[src/rtl/seq_alu_if.sv]
// Command/result handshake bundle for seq_alu: operands and opcode in,
// result and status flags out, each side with its own valid/ready pair.
interface seq_alu_if #(
   parameter int WIDTH = 8
);
   logic             in_valid;
   logic             in_ready;
   logic [2:0]       opcode;
   logic [WIDTH-1:0] operand1;
   logic [WIDTH-1:0] operand2;
   logic             out_valid;
   logic             out_ready;
   logic [WIDTH-1:0] result;
   logic             carry;
   logic             zero;
   logic             overflow;
   logic             div_by_zero;

   modport master (
      output in_valid, opcode, operand1, operand2, out_ready,
      input  in_ready, out_valid, result, carry, zero, overflow, div_by_zero
   );

   modport slave (
      input  in_valid, opcode, operand1, operand2, out_ready,
      output in_ready, out_valid, result, carry, zero, overflow, div_by_zero
   );
endinterface

[src/rtl/seq_alu.sv]
// Sequential ALU: single-cycle add/sub/mul/logic/shift, plus a restoring
// divider that produces one quotient bit per clock, MSB first.
//
//   state | meaning
//   IDLE  | waiting for a command, in_ready high
//   DIV   | restoring division in progress, in_ready low
//   DONE  | result and flags held until out_ready
module seq_alu #(
   parameter int WIDTH = 8
) (
   input logic    clk,
   input logic    rst_n,
   seq_alu_if.slave bus
);
   localparam int CW = $clog2(WIDTH + 1);
   localparam logic [CW-1:0] ITER = CW'(WIDTH);
   localparam logic [2:0] OP_ADD = 3'b000;
   localparam logic [2:0] OP_SUB = 3'b001;
   localparam logic [2:0] OP_MUL = 3'b010;
   localparam logic [2:0] OP_DIV = 3'b011;
   localparam logic [2:0] OP_AND = 3'b100;
   localparam logic [2:0] OP_OR  = 3'b101;
   localparam logic [2:0] OP_XOR = 3'b110;
   localparam logic [2:0] OP_SHR = 3'b111;

   typedef enum logic [1:0] {IDLE, DIV, DONE} state_t;

   state_t           state;
   logic [WIDTH-1:0] quo;
   logic [WIDTH-1:0] rem;
   logic [WIDTH-1:0] divisor;
   logic [CW-1:0]    count;
   logic [WIDTH-1:0] res_q;
   logic             carry_q;
   logic             zero_q;
   logic             ovf_q;
   logic             dz_q;

   logic             accept;
   logic             start_div;
   logic [WIDTH:0]   sum;
   logic [WIDTH:0]   diff;
   logic [2*WIDTH-1:0] prod;
   logic [WIDTH-1:0] alu_res;
   logic             alu_c;
   logic             alu_v;
   logic             alu_dz;
   logic [WIDTH:0]   shifted;
   logic [WIDTH:0]   trial;
   logic             fits;
   logic [WIDTH-1:0] next_rem;
   logic [WIDTH-1:0] next_quo;

   assign bus.in_ready    = (state == IDLE) || (state == DONE && bus.out_ready);
   assign bus.out_valid   = (state == DONE);
   assign bus.result      = res_q;
   assign bus.carry       = carry_q;
   assign bus.zero        = zero_q;
   assign bus.overflow    = ovf_q;
   assign bus.div_by_zero = dz_q;

   assign accept    = bus.in_valid && bus.in_ready;
   assign start_div = (bus.opcode == OP_DIV) && (bus.operand2 != '0);

   always_comb begin
      sum     = {1'b0, bus.operand1} + {1'b0, bus.operand2};
      diff    = {1'b0, bus.operand1} - {1'b0, bus.operand2};
      prod    = (2*WIDTH)'(bus.operand1) * (2*WIDTH)'(bus.operand2);
      alu_res = '0;
      alu_c   = 1'b0;
      alu_v   = 1'b0;
      alu_dz  = 1'b0;
      case (bus.opcode)
         OP_ADD: begin
            alu_res = sum[WIDTH-1:0];
            alu_c   = sum[WIDTH];
            alu_v   = (bus.operand1[WIDTH-1] == bus.operand2[WIDTH-1]) &&
                      (sum[WIDTH-1] != bus.operand1[WIDTH-1]);
         end
         OP_SUB: begin
            alu_res = diff[WIDTH-1:0];
            alu_c   = diff[WIDTH];
            alu_v   = (bus.operand1[WIDTH-1] != bus.operand2[WIDTH-1]) &&
                      (diff[WIDTH-1] != bus.operand1[WIDTH-1]);
         end
         OP_MUL: begin
            alu_res = prod[WIDTH-1:0];
            alu_c   = |prod[2*WIDTH-1:WIDTH];
         end
         // Only the divide-by-zero case is resolved here; real divides iterate.
         OP_DIV: begin
            alu_res = '1;
            alu_dz  = 1'b1;
         end
         OP_AND: alu_res = bus.operand1 & bus.operand2;
         OP_OR:  alu_res = bus.operand1 | bus.operand2;
         OP_XOR: alu_res = bus.operand1 ^ bus.operand2;
         OP_SHR: begin
            alu_res = {1'b0, bus.operand1[WIDTH-1:1]};
            alu_c   = bus.operand1[0];
         end
         default: alu_res = '0;
      endcase
   end

   always_comb begin
      shifted  = {rem, quo[WIDTH-1]};
      trial    = shifted - {1'b0, divisor};
      fits     = !trial[WIDTH];
      next_rem = fits ? trial[WIDTH-1:0] : shifted[WIDTH-1:0];
      next_quo = {quo[WIDTH-2:0], fits};
   end

   always_ff @(posedge clk) begin
      if (!rst_n) begin
         state   <= IDLE;
         quo     <= '0;
         rem     <= '0;
         divisor <= '0;
         count   <= '0;
         res_q   <= '0;
         carry_q <= 1'b0;
         zero_q  <= 1'b0;
         ovf_q   <= 1'b0;
         dz_q    <= 1'b0;
      end else if (accept) begin
         quo     <= bus.operand1;
         divisor <= bus.operand2;
         rem     <= '0;
         if (start_div) begin
            state <= DIV;
            count <= ITER;
         end else begin
            state   <= DONE;
            res_q   <= alu_res;
            carry_q <= alu_c;
            zero_q  <= (alu_res == '0);
            ovf_q   <= alu_v;
            dz_q    <= alu_dz;
         end
      end else begin
         case (state)
            DIV: begin
               quo   <= next_quo;
               rem   <= next_rem;
               count <= count - 1'b1;
               if (count == CW'(1)) begin
                  state   <= DONE;
                  res_q   <= next_quo;
                  carry_q <= 1'b0;
                  zero_q  <= (next_quo == '0);
                  ovf_q   <= 1'b0;
                  dz_q    <= 1'b0;
               end
            end
            DONE: if (bus.out_ready) state <= IDLE;
            default: state <= IDLE;
         endcase
      end
   end
endmodule

[src/flat_wrapper.sv]
// flat-port wrapper written by rule: the top's interface ports become plain ports
module seq_alu_flat 
#(
   parameter int WIDTH = 8
)
  (clk, rst_n, bus_in_valid, bus_opcode, bus_operand1, bus_operand2, bus_out_ready, bus_in_ready, bus_out_valid, bus_result, bus_carry, bus_zero, bus_overflow, bus_div_by_zero);
  seq_alu_if #(.WIDTH(WIDTH)) bus_i ();
  input logic clk;
  input logic rst_n;
  input wire logic [$bits(bus_i.in_valid)-1:0] bus_in_valid;
  input wire logic [$bits(bus_i.opcode)-1:0] bus_opcode;
  input wire logic [$bits(bus_i.operand1)-1:0] bus_operand1;
  input wire logic [$bits(bus_i.operand2)-1:0] bus_operand2;
  input wire logic [$bits(bus_i.out_ready)-1:0] bus_out_ready;
  output wire logic [$bits(bus_i.in_ready)-1:0] bus_in_ready;
  output wire logic [$bits(bus_i.out_valid)-1:0] bus_out_valid;
  output wire logic [$bits(bus_i.result)-1:0] bus_result;
  output wire logic [$bits(bus_i.carry)-1:0] bus_carry;
  output wire logic [$bits(bus_i.zero)-1:0] bus_zero;
  output wire logic [$bits(bus_i.overflow)-1:0] bus_overflow;
  output wire logic [$bits(bus_i.div_by_zero)-1:0] bus_div_by_zero;
  assign bus_i.in_valid = bus_in_valid;
  assign bus_i.opcode = bus_opcode;
  assign bus_i.operand1 = bus_operand1;
  assign bus_i.operand2 = bus_operand2;
  assign bus_i.out_ready = bus_out_ready;
  assign bus_in_ready = bus_i.in_ready;
  assign bus_out_valid = bus_i.out_valid;
  assign bus_result = bus_i.result;
  assign bus_carry = bus_i.carry;
  assign bus_zero = bus_i.zero;
  assign bus_overflow = bus_i.overflow;
  assign bus_div_by_zero = bus_i.div_by_zero;
  seq_alu #(.WIDTH(WIDTH)) u_core (.clk(clk), .rst_n(rst_n), .bus(bus_i));
endmodule
[config.mk]
export PLATFORM = sky130hd
export DESIGN_NAME = seq_alu_flat
export DESIGN_NICKNAME = d
export VERILOG_FILES = /design/src/rtl/seq_alu_if.sv /design/src/rtl/seq_alu.sv /design/src/flat_wrapper.sv
export SDC_FILE = /design/constraint.sdc
export NUM_CORES = 1
export LEC_CHECK = 0
export ABC_AREA = 1
export CORE_ASPECT_RATIO = 0.6
export CORE_UTILIZATION = 46
export CTS_CLUSTER_SIZE = 14
export DETAILED_ROUTE_END_ITERATION = 16
export GPL_ROUTABILITY_DRIVEN = 0
export PLACE_DENSITY_LB_ADDON = 0.15
export SLEW_MARGIN = 20
export SYNTH_ARGS = -nofsm -noshare
export SYNTH_HDL_FRONTEND = slang
export SYNTH_SLANG_ARGS = --single-unit
[constraint.sdc]
create_clock -name clk -period 9.6 [get_ports clk]
set_input_delay 1.92 -clock clk [delete_from_list [all_inputs] [get_ports clk]]
set_output_delay 1.92 -clock clk [all_outputs]
set_load 0.05 [all_outputs]
==> results of run 1 <==
## worst paths after layout
check               startpoint                 to  slack, ns  cells past startpoint
max            bus_operand1[1]   u_core.bus.carry       3.00                     21
min          u_core.divisor[4]  u_core.divisor[4]       0.46                      2
max reg2reg      u_core.quo[7]      u_core.rem[5]       7.09                     11
min reg2reg  u_core.divisor[4]  u_core.divisor[4]       0.46                      2
## cell type report
type	count	area (um^2)
inverter	194	732
fill	1248	5770
clock inverter	2	60.1
tap	165	206
multi-input combinational	633	4180
sequential	42	841
clock buffer	6	139
timing repair buffer	37	368
## worst max-delay path, stage by stage
cell and delay (ns):
clkdlybuf4s50_1 0.96, nand2_1 0.16, fa_1 0.52, fa_1 0.52, fa_1 0.51, fa_1 0.55, inv_1 0.04, ha_1 0.39
nand2_1 0.12, nor2_1 0.18, nand2_1 0.10, nand2_1 0.08, nand2_1 0.04, nand2_1 0.05, nand2_1 0.08, nor2_1 0.15
nand3_1 0.11, nand2_1 0.07, nand2_1 0.06, nand2_1 0.06, a21oi_1 0.07
## cells in the final DEF, fill, tap and decap left out, drive strengths merged, types with 36 or more instances in the layout
cell             n
a21oi           51
nor2            58
dfxtp           42
nand3           50
o21ai           45
nand2          239
clkdlybuf4s50   36
ha              70
fa              39
inv            192
## cell families (layout without fill, tap and decap cells)
| logic type | Yosys count | in the layout | synth area share (%) |
|---|---|---|---|
| simple gates | 380 | 380 | 27.8 |
| buf+inv | 224 | 239 | 15.0 |
| compound gates | 133 | 133 | 13.3 |
| fa+ha+maj | 109 | 109 | 28.0 |
| flops | 42 | 42 | 14.2 |
| xor+xnor | 11 | 11 | 1.63 |
## state kept, by name, summed over array words and instances, names as in the netlist, 2 cells and up
register and count:
u_core.bus.result 8, u_core.count 4, u_core.divisor 8, u_core.quo 8
u_core.rem 8, u_core.state 2
## routing by layer
layer	up-vias	share of wire (%)	GRT usage [%]
li1	2851	-	-
met1	2566	56	45.5
met2	228	34	31.4
met3	15	9.8	7.61
met4	0	0.70	3.26
met5	-	0	0
## stage by stage
step           util [%]  std cells  power [W]  hold slack [ns]
2_1_floorplan         -        899   0.000639            0.436
3_3_place_gp       51.5       1071   0.000785            0.454
3_5_place_dp       51.5       1071   0.000778            0.454
4_1_cts            53.1       1079    0.00101            0.464
5_1_grt            53.1       1079    0.00112            0.495
6_report           53.1       1079    0.00102            0.458
## power by group through the flow
stage | clock network (W) | registers, W | logic [W]
2_1_floorplan | 0 | 0.000212 | 0.000427
3_3_place_gp | 0 | 0.000197 | 0.000588
3_5_place_dp | 0 | 0.000197 | 0.000582
4_1_cts | 0.000230 | 0.000193 | 0.000587
5_1_grt | 0.000241 | 0.000194 | 0.000688
6_report | 0.000227 | 0.000193 | 0.000597
==> qor.yml, run 1 <==
outcome:
  status: "finished clean"
timing:
  fin_ws_ns: 3.00
  maxSlewViolCount: 0
  tns_ns: 0
  finalSetupViolCount: 0
  slew_headroom_pct: 49.1
  rsz0062_at_grt: "false"
  worstMarginPinSlew_ns: 0.761
  clock_skew_ns: 0.00677
  fmax_mhz: 151
  fin_crit_sh_pct: 68.8
  hold_viol_final: 0
  fin_crit_ns: 6.60
power:
  seqPwrFrac_pct: 19.0
  power_density_nw_per_um2: 156
  swShare_pct: 45.7
  comb_power_share_pct: 58.7
  pwr-share-clk_pct: 22.3
  ir_worst_vdd_mv: 0.0664
  p_sw_w: 0.000465
  leakage_nw: 3.52
  p_int_w: 0.000552
yosys:
  netlist_area_um2: 5910
  ys_top_cells_by_count: "nand2_1 (228), inv_1 (183), ha_1 (70), nor2_1 (53), nand3_1 (49)"
  yosys_warnings: 0
  synthTopCellsByArea: "ha_1 (15%), nand2_1 (14%), dfxtp_1 (14%)"
  synth-main-ff-cell: "dfxtp_1"
  synth_area_per_cell_um2: 6.58
  yosysUniqueCellTypes: 46
  syn_inst: 899
  synth_nets: 1031
  synth_edf_count: 0
  yosysTopAreaCell: "ha_1"
  ys_async_sr_fraction_pct: 0
  synth_top_cell_area_share_pct: 14.8
  synth-seq-area-share_pct: 14.2
  yosysMostFrequentCell: "nand2_1"
  synth-seq-cells: 42
detailed_routing:
  viasPerCell: 5.25
  wl_per_cell_um: 15.3
  drc: 0
  wl_um: 16500
  num_vias: 5660
  firstDrtPassIters: 5
  drt_iter0_markers: 552
  detail-route-antenna-nets: 0
global_route:
  track_usage_pct: 26.6
  grt_max_degree: 34
  grt_pass1_vias: 5268
  antenna_found_initial: 0
  grt-ovfl-total: 0
  grt_pass1_wl_um: 27900
placed_design:
  dp_slack_ns: 2.74
  place_area_um2: 6330
  io_buffers: 36
  hpwl_um: 13600
worst_setup_path:
  cp_max_fo: 14
  worstSetupStartpointType: "input pin"
  arrival_ns: 6.78
  crit_required_ns: 9.77
  setup.worst_path.end_class: "register"
  path_class: "in2reg"
finish:
  area_delta_synth_final_pct: 10.4
  final_cell_area_um2: 6530
  diodes: 0
  drive_gt1_share_pct: 5.03
  layout.nets: 1045
clocking:
  clock_tree.root_cell: "clkbuf_16"
  post_cts.repair.setup_buffers: 0
  clock_sinks: 42
  cts_tree: "yes"
  clk_pin_slew_ns: 0.06
  hold_buffers: 0
  htreeDepth: 2
  clock_path_buffers: 2
  cts-buffers-inserted: 5
  cts_resized: 0
  insertion_delay_ns: 0.29
floorplan:
  core_um2: 12300
  ioPinCount: 37
  dieArea_um2: 13300
  start_util_pct: 48.1
  die_w_um: 148
  die_h_um: 89.8
  rows: 31
flow_run:
  max_cap_violations: 0
hold_path:
  hold_class: "reg2reg"
Note: power is estimated with default switching activity, not from simulation.
==> run 2, diff against run 1 <==
==> constraint.sdc (replaced) <==
create_clock -name clk -period 6.35 [get_ports clk]
set_input_delay 1.27 -clock clk [delete_from_list [all_inputs] [get_ports clk]]
set_output_delay 1.27 -clock clk [all_outputs]
set_load 0.05 [all_outputs]
==> run 2 against run 1 <==
Against the previous run: total power rose by 43%; cell count rose by 1.0%; largest cell class unchanged; utilization rose by 0.21 points; die area did not move; first-iteration DRC count fell by 1.8%; sequential share of layout area fell by 0.052 points; critical endpoint unchanged; critical path depth rose by 2.
==> qor.yml, run 2 (synthesized netlist as in run 1, its figures left out) <==
outcome:
  status: "finished clean"
global_route:
  grt_max_degree: 34
  grt_pass1_wl_um: 27400
  antenna_found_initial: 0
  grt_pass1_vias: 5184
  grt-ovfl-total: 0
  track_usage_pct: 26.2
finish:
  final_cell_mix: "nand2_1 (228), inv_1 (183), ha_1 (70)"
  final_cells: 1090
  area_delta_synth_final_pct: 10.9
  fillers: 1275
  final_common_cell: "nand2_1"
  layout.nets: 1057
  drive_gt1_share_pct: 6.16
  diodes: 0
detailed_routing:
  drc: 0
  drt_iter0_markers: 542
  wl_per_cell_um: 15.1
  detail-route-antenna-nets: 0
  firstDrtPassIters: 5
  num_vias: 5689
  wl_um: 16400
  viasPerCell: 5.22
floorplan:
  rows: 31
  start_util_pct: 48.1
  core_um2: 12300
  die_h_um: 89.8
  ioPinCount: 37
  die_w_um: 148
  dieArea_um2: 13300
hold_path:
  hold_class: "reg2reg"
  hold_path_depth: 2
worst_setup_path:
  path_class: "in2reg"
  slowest_delay_ns: 0.68
  setup.worst_path.end_class: "register"
  startpoint: "bus_operand1[4]"
  arrival_ns: 5.95
  cp_max_fo: 10
  slowest_stage: "clkdlybuf4s50_1"
  r2r_end: "u_core.bus.zero"
  reg2reg_from: "u_core.quo[7]"
  path_cells: "clkdlybuf4s50_1, ha_1, fa_1, inv_1, fa_1, fa_1, fa_1, inv_1, ha_1, nand2_1, inv_1, nand2_1, nand2_1, nand2_1, nand3_1, nand2_1, nand2_1, nor2_1, nand3_1, nand2_1, nand2_1, nand2_1, a21oi_1"
  crit_top_cell: "nand2_1"
  critical-path-top-delay-family: "adder cells"
  critPathBufInv: 4
  cp.depth: 23
  worstSetupEndpoint: "u_core.bus.carry"
  reg2reg_depth: 11
  rrSetupSlack_ns: 3.83
  crit_required_ns: 6.52
  worstSetupStartpointType: "input pin"
clocking:
  cts_tree: "yes"
  insertion_delay_ns: 0.29
  clock_path_buffers: 2
  clock_tree.root_cell: "clkbuf_16"
  hold_buffers: 0
  clk_pin_slew_ns: 0.06
  post_cts.repair.setup_buffers: 0
  htreeDepth: 2
  cts-buffers-inserted: 5
  cts_resized: 0
  clock_sinks: 42
placed_design:
  place_inst: 1083
  io_buffers: 36
  hpwl_um: 13600
timing:
  finalSetupViolCount: 0
  fin_crit_ns: 5.79
  clock_skew_ns: 0.00530
  worstMarginPinSlew_ns: 0.740
  tns_ns: 0
  maxSlewViolCount: 0
  fin_crit_sh_pct: 91.1
  hold_viol_final: 0
  rsz0062_at_grt: "false"
  fmax_mhz: 173
  slew_headroom_pct: 50.6
power:
  leakage_nw: 3.55
  ir_worst_vdd_mv: 0.126
  power_density_nw_per_um2: 222
flow_run:
  max_cap_violations: 0
==> run 2: power breakdown <==
| group | leakage [nW] | switching, W | internal (W) |
|---|---|---|---|
| logic | 3.14 | 0.000589 | 0.000324 |
| clock network | 0.0694 | 0.000105 | 0.000142 |
| registers | 0.344 | 0.0000109 | 0.000281 |
==> run 2: metal layers <==
metal  GRT usage (%)  routed length [um]  share of wire (%)
met1            44.1                9040                 55
met2            32.7                5550                 34
met3            6.70                1780                 11
met4            2.15                  45               0.27
met5               0                   0                  0
==> run 2: through the flow <==
| stage | setup slack (ns) | total power (W) | instance area [um^2] | util, % | hold WS [ns] |
|---|---|---|---|---|---|
| finish | 0.563 | 0.00145 | 6550 | 53.3 | 0.462 |
| global route | 0.302 | 0.00160 | 6550 | 53.3 | 0.479 |
| floorplan | 1.32 | 0.000966 | 5910 | - | 0.436 |
| global placement | 0.357 | 0.00118 | 6420 | 52.2 | 0.451 |
| CTS | 0.590 | 0.00144 | 6550 | 53.3 | 0.464 |
| detailed placement | 0.287 | 0.00119 | 6420 | 52.2 | 0.457 |
==> run 2: worst min-delay path, stage by stage, from the launching register on <==
cell	delay, ns
dfxtp_1	0.29
inv_1	0.07
a21oi_1	0.06
==> run 2: area by class of cell <==
| cell class | count | area, um^2 | area share (%) |
|---|---|---|---|
| clock buffer | 5 | 125 | 1.91 |
| clock inverter | 2 | 10.0 | 0.153 |
| inverter | 194 | 732 | 11.2 |
| multi-input combinational | 633 | 4180 | 63.8 |
| sequential | 42 | 841 | 12.8 |
| tap | 165 | 206 | 3.15 |
| timing repair buffer | 49 | 458 | 6.99 |
==> run 2: worst min path at each step <==
stage / startpoint / endpoint / slack, ns
finish: u_core.divisor[2] / u_core.divisor[2] / 0.46
global route: u_core.divisor[6] / u_core.divisor[6] / 0.48
detailed placement: u_core.divisor[2] / u_core.divisor[2] / 0.46
global placement: u_core.divisor[2] / u_core.divisor[2] / 0.45
floorplan: u_core.divisor[5] / u_core.divisor[5] / 0.44
CTS: u_core.divisor[2] / u_core.divisor[2] / 0.46
